$ cat config.mk
export PLATFORM = sky130hd
export DESIGN_NAME = reg_int_bank
export DESIGN_NICKNAME = d
export VERILOG_FILES = /design/src/rtl/reg_int_bank.sv
export SDC_FILE = /design/constraint.sdc
export NUM_CORES = 1
export LEC_CHECK = 0
export ABC_AREA = 1
export BUFFER_PORTS_ARGS = -buffer_cell sky130_fd_sc_hd__buf_2
export CAP_MARGIN = 15
export CORE_ASPECT_RATIO = 0.7
export CORE_MARGIN = 10
export CORE_UTILIZATION = 55
export DETAILED_ROUTE_END_ITERATION = 12
export MAX_ROUTING_LAYER = met4
export PLACE_DENSITY_LB_ADDON = 0.1
export SETUP_SLACK_MARGIN = 0.5
export SYNTH_ARGS = -nofsm -noshare
export SYNTH_HDL_FRONTEND = slang
export SYNTH_SLANG_ARGS = --single-unit
export TNS_END_PERCENT = 5
$ cat constraint.sdc
create_clock -name Clk_reg -period 3.64 [get_ports Clk_reg]
set_clock_uncertainty 0.15 [all_clocks]
set_input_delay 0.182 -clock Clk_reg [delete_from_list [all_inputs] [get_ports Clk_reg]]
set_output_delay 0.182 -clock Clk_reg [all_outputs]
set_load 0.02 [all_outputs]
$ cat src/rtl/reg_int_bank.sv
// reg_int_bank: host register bank with control, command, W1C status/irq and RMON read FSM.
module reg_int_bank #(
  parameter int DATA_W = 16,
  parameter int ADDR_W = 8,
  parameter int NUM_CTRL = 35,
  parameter logic [NUM_CTRL*DATA_W-1:0] REG_INIT = '0,
  parameter int RMON_W = 32,
  parameter int RMON_AW = 6,
  parameter int TIMEOUT = 255
) (
  input  logic                         Clk_reg,
  input  logic                         Reset_n,
  input  logic                         CSB,
  input  logic                         WRB,
  input  logic [ADDR_W-1:0]            CA,
  input  logic [DATA_W-1:0]            CD_in,
  output logic [DATA_W-1:0]            CD_out,
  output logic [NUM_CTRL*DATA_W-1:0]   ctrl_regs,
  output logic [DATA_W-1:0]            cmd_pulse,
  input  logic [DATA_W-1:0]            status_in,
  output logic                         irq,
  output logic [RMON_AW-1:0]           CPU_rd_addr,
  output logic                         CPU_rd_apply,
  input  logic                         CPU_rd_grant,
  input  logic [RMON_W-1:0]            CPU_rd_dout
);
  localparam int IW = ADDR_W - 1;
  localparam int NW = RMON_W / DATA_W;
  localparam int B = NUM_CTRL;
  localparam int CW = $clog2(TIMEOUT + 1);
  localparam logic [IW-1:0] I_CMD = IW'(B);
  localparam logic [IW-1:0] I_STAT = IW'(B + 1);
  localparam logic [IW-1:0] I_MASK = IW'(B + 2);
  localparam logic [IW-1:0] I_RADDR = IW'(B + 3);
  localparam logic [IW-1:0] I_RSTAT = IW'(B + 4);
  localparam logic [IW-1:0] I_RDATA = IW'(B + 5);

  if (B + 5 + NW > 2 ** (ADDR_W - 1)) begin : g_map_chk
    $error("register map does not fit the host address space");
  end
  if (RMON_W % DATA_W != 0) begin : g_rmon_chk
    $error("RMON_W must be a multiple of DATA_W");
  end
  if (TIMEOUT < 1) begin : g_to_chk
    $error("TIMEOUT must be at least 1");
  end

  typedef enum logic [1:0] {IDLE, REQ, DONE} state_t;

  logic [IW-1:0]     idx;
  logic              wr_lvl, wr_lvl_q, wr_edge, rd;
  logic              unused_ca0;
  logic [DATA_W-1:0] ctrl_q [NUM_CTRL];
  logic [DATA_W-1:0] cmd_q, status_q, mask_q, cd_out_q, rd_word;
  logic              irq_q;
  state_t            state_q, state_d;
  logic [CW-1:0]     cnt_q, cnt_d;
  logic              done_q, done_d, to_q, to_d;
  logic [RMON_AW-1:0] addr_q, addr_d;
  logic [RMON_W-1:0] snap_q, snap_d;

  assign idx = CA[ADDR_W-1:1];
  assign unused_ca0 = CA[0];
  assign wr_lvl = !CSB && !WRB;
  assign wr_edge = wr_lvl && !wr_lvl_q;
  assign rd = !CSB && WRB;

  for (genvar i = 0; i < NUM_CTRL; i++) begin : g_ctrl
    assign ctrl_regs[i*DATA_W +: DATA_W] = ctrl_q[i];
  end

  assign CD_out = cd_out_q;
  assign cmd_pulse = cmd_q;
  assign irq = irq_q;
  assign CPU_rd_addr = addr_q;
  assign CPU_rd_apply = state_q == REQ;

  always_comb begin
    rd_word = '0;
    for (int i = 0; i < NUM_CTRL; i++) if (idx == IW'(i)) rd_word = ctrl_q[i];
    for (int i = 0; i < NW; i++) if (idx == I_RDATA + IW'(i)) rd_word = snap_q[i*DATA_W +: DATA_W];
    if (idx == I_STAT) rd_word = status_q;
    if (idx == I_MASK) rd_word = mask_q;
    if (idx == I_RADDR) rd_word = DATA_W'(addr_q);
    if (idx == I_RSTAT) rd_word = DATA_W'({to_q, done_q, state_q == REQ});
  end

  // A relaunch is only accepted from IDLE, so a busy read keeps its address and snapshot.
  always_comb begin
    state_d = state_q;
    cnt_d = cnt_q;
    done_d = done_q;
    to_d = to_q;
    addr_d = addr_q;
    snap_d = snap_q;
    case (state_q)
      IDLE: if (wr_edge && idx == I_RADDR) begin
        state_d = REQ;
        addr_d = CD_in[RMON_AW-1:0];
        done_d = 1'b0;
        to_d = 1'b0;
        cnt_d = '0;
      end
      REQ: if (CPU_rd_grant) begin
        state_d = DONE;
        snap_d = CPU_rd_dout;
        done_d = 1'b1;
      end else if (cnt_q == CW'(TIMEOUT - 1)) begin
        state_d = IDLE;
        to_d = 1'b1;
      end else begin
        cnt_d = cnt_q + 1'b1;
      end
      default: state_d = IDLE;
    endcase
  end

  always_ff @(posedge Clk_reg or negedge Reset_n) begin
    if (!Reset_n) begin
      for (int i = 0; i < NUM_CTRL; i++) ctrl_q[i] <= REG_INIT[i*DATA_W +: DATA_W];
      wr_lvl_q <= 1'b0;
      cmd_q <= '0;
      status_q <= '0;
      mask_q <= '0;
      irq_q <= 1'b0;
      cd_out_q <= '0;
      state_q <= IDLE;
      cnt_q <= '0;
      done_q <= 1'b0;
      to_q <= 1'b0;
      addr_q <= '0;
      snap_q <= '0;
    end else begin
      for (int i = 0; i < NUM_CTRL; i++) if (wr_lvl && idx == IW'(i)) ctrl_q[i] <= CD_in;
      wr_lvl_q <= wr_lvl;
      cmd_q <= (wr_edge && idx == I_CMD) ? CD_in : '0;
      status_q <= (status_q & ~((wr_edge && idx == I_STAT) ? CD_in : '0)) | status_in;
      mask_q <= (wr_lvl && idx == I_MASK) ? CD_in : mask_q;
      irq_q <= |(status_q & mask_q);
      cd_out_q <= rd ? rd_word : cd_out_q;
      state_q <= state_d;
      cnt_q <= cnt_d;
      done_q <= done_d;
      to_q <= to_d;
      addr_q <= addr_d;
      snap_q <= snap_d;
    end
  end
endmodule

==> qor.yml <==
sta:
  max_freq_ghz: 0.272
  period_share: 1.01
  fin_ws_ps: -41.2
  worstMarginPinSlew_ps: 1290
  finalSetupViolCount: 2
  rsz0062_at_grt: "true"
  maxSlewViolCount: 0
  finalHoldViolCount: 0
  finalCriticalPeriod_ps: 3680
  slew_headroom: 0.140
  holdWs_ps: 20.4
pwr:
  p_per_area_nw_per_um2: 458
  power_frac_comb: 0.105
  sw_frac_of_total: 0.275
  intPower_mw: 12.3
  p_leak_nw: 19.3
  ir_worst_vdd_mv: 0.346
  p_sw_mw: 4.68
  power.share.clock: 0.410
  finalPower_mw: 17.0
  pwr-share-seq: 0.486
detailed_routing:
  ant_nets: 0
  vias_per_cell: 5.86
  route.vias.total: 30100
  drtIter0Drc: 4179
  drc: 0
  wl_per_cell_um: 25.5
  totalWireLength_mm: 131
  first_pass_iters: 6
setup_path:
  end_kind: "register"
  max_stage_delay_ps: 440
  cp-start-kind: "register"
  cp.required_ps: 3980
  reg2reg_depth: 25
  crit_type: "reg -> reg"
  crit_path_end: "CD_out[11]"
  reg2reg_to: "CD_out[11]"
  worst_r2r_startpoint: "ctrl_regs[11]"
  critPathArrivalTime_ps: 4020
  crit_path_top_delay_cell: "dfrtp_1"
  startpoint: "ctrl_regs[11]"
  critPathMaxFanout: 3
  r2r_setup_slack_ps: -40
yosys:
  syn_nets: 3704
  synthCells: 3625
  synthFlopType: "dfrtp_1"
  syn_area_um2: 29500
  synth_top_family_by_area: "simple AND/OR/NAND/NOR gates"
  synthXorXnorAreaFrac: 0.00119
  synth-compound-area-share: 0.117
  ys_ff_latch: 676
  synth_adder_area_share: 0.000849
  synth_area_per_cell_um2: 8.13
  synth_edf_count: 0
  synth.area.top_cells: "dfrtp_1 (57%), nand2_1 (17%), o21ai_0 (10%), nor2_1 (3.2%), clkbuf_1 (2.7%)"
  muxShareOfSynthArea: 0
  async_flop_share: 1.00
  yosys.area.top_type: "dfrtp_1"
  yosys.area.top_type_share: 0.574
  synthSimpleGateAreaFrac: 0.250
  ys_warn_count: 0
  synth.distinct_cells: 30
  ys_seq_area_frac: 0.574
global_route:
  grt_use_met3: 0.129
  antenna_found_initial: 5
  grt.total_usage: 0.413
  top_usage_layer: "met2"
  grt_max_degree: 104
  use_met1: 0.525
  grt_util_met2: 0.607
  grt_pass1_vias: 28100
  grt_pass1_wl_mm: 187
  grt.overflow.total: 0
worst_hold_path:
  hold_path.class: "in -> async"
clocking:
  clock_path_buffers: 3
  cts-htree-levels: 3
  root_buffer: "clkbuf_16"
  cts_tree: "done"
  cts.clk_slew.worst_paths_ps: 70
  cts.sinks: 676
  clk_latency_ps: 620
  cts_buffers: 67
placed_design:
  placed_area_um2: 34300
  post-place-cells: 4958
  dp_hpwl_mm: 94.7
  place_congestion: 1.01
  port_buffers: 675
  pre_cts_ws_ps: -471
status:
  violations: "setup timing"
  status: "finished with violations"
floorplan:
  die_h_um: 214
  rows: 70
  initial_core_util: 0.560
  pin_count: 677
  core-area_um2: 52600
  fp.dieArea_um2: 63400
  die_w_um: 297
layout:
  layout-drive-gt1-share: 0.243
  stdcell_count: 5134
  layout_common_cells: "nand2_1 (1318), buf_2 (674), dfrtp_1 (671)"
  nNetsFinal: 4442
  layout_commonest_cell: "nand2_1"
  syn2layout_area_growth_pct: 26.0
  stdcell_area_um2: 37100
run:
  max-cap-violations: 0
[worst max-delay path: cells and delay by family (launching register included)]
| kind | cells | cell delay, ps |
|---|---|---|
| buffers and inverters | 1 | 170 |
| AO/OA/AOI/OAI | 1 | 110 |
| AND/OR/NAND/NOR | 23 | 2680 |
| flip-flops | 1 | 440 |
[synth_stat cells (2+ instances only)]
library cell,count
a221oi_1,4
inv_2,7
buf_1,2
a22o_1,3
or2_2,54
nand3_1,48
clkinv_1,4
xor2_1,4
nor2_1,254
clkbuf_1,215
nor3_1,5
o21ai_0,615
inv_1,206
nand2_1,1325
dfrtp_1,676
nand4_1,122
and3_1,2
o22ai_1,2
ha_1,2
a21oi_1,56
nor2_2,4
buf_2,7
[stage by stage]
| step | util | setup TNS [ps] |
|---|---|---|
| finish | 0.706 | -47.5 |
| floorplan | - | 0 |
| global placement | 0.651 | -3770 |
| detailed placement | 0.651 | -4260 |
| global route | 0.705 | -618 |
| CTS | 0.702 | 0 |
[metal layers]
metal / vias to the layer above / wire (µm) / share of wire
met5: - / 0 / 0
met4: 0 / 6740 / 0.052
met3: 378 / 17200 / 0.13
met2: 2182 / 58200 / 0.45
met1: 14400 / 48500 / 0.37
li1: 13100 / - / -
[area by class of cell]
class / count / area, µm²
Antenna cell: 5 / 12.5
Clock buffer: 98 / 1940
Clock inverter: 17 / 199
Fill cell: 4337 / 15500
Inverter: 217 / 815
Multi-Input combinational cell: 2506 / 11000
Sequential cell: 676 / 16900
Tap cell: 720 / 901
Timing Repair Buffer: 895 / 5310
[kinds of logic after synthesis]
family                     Yosys count
and+or+nand+nor                   1818
adders and majority gates            2
DFF                                676
AOI/OAI and AO/OA                  682
buffers and inverters              443
xor gates and xnor gates             4
[worst min-delay path by stage]
stage / slack (ps) / start / endpoint
finish: 20 / Reset_n / cmd_pulse[10]
global route: 30 / CD_in[11] / ctrl_regs[555]
floorplan: -260 / Reset_n / CD_out[0]
detailed placement: 140 / Reset_n / cmd_pulse[12]
global placement: 140 / Reset_n / cmd_pulse[10]
CTS: 30 / CD_in[11] / ctrl_regs[459]
[power groups by stage]
stage	Combinational, mW	Sequential [mW]	Clock (mW)
after floorplan	0.417	8.61	0
after global placement	1.69	8.37	0
after detailed placement	1.72	8.37	0
after CTS	1.77	8.23	6.97
after global routing	1.90	8.27	7.28
final	1.78	8.26	6.98
[registers in the layout (all words and copies together), names as in the netlist]
register,count
mask_q,16
cnt_q,8
done_q,1
cmd_pulse,16
to_q,1
CPU_rd_addr,6
state_q,2
snap_q,32
status_q,16
irq,1
ctrl_regs,560
CD_out,16
wr_lvl_q,1
[what timing repair did]
action,CTS,global route
setup endpoints to repair,15,16
endpoints found under the hold margin,138,5
buffers inserted,1,0
resized for setup,21,41
pin swaps,7,34
hold buffers,53,1
Power figures use the tool's default switching activity.
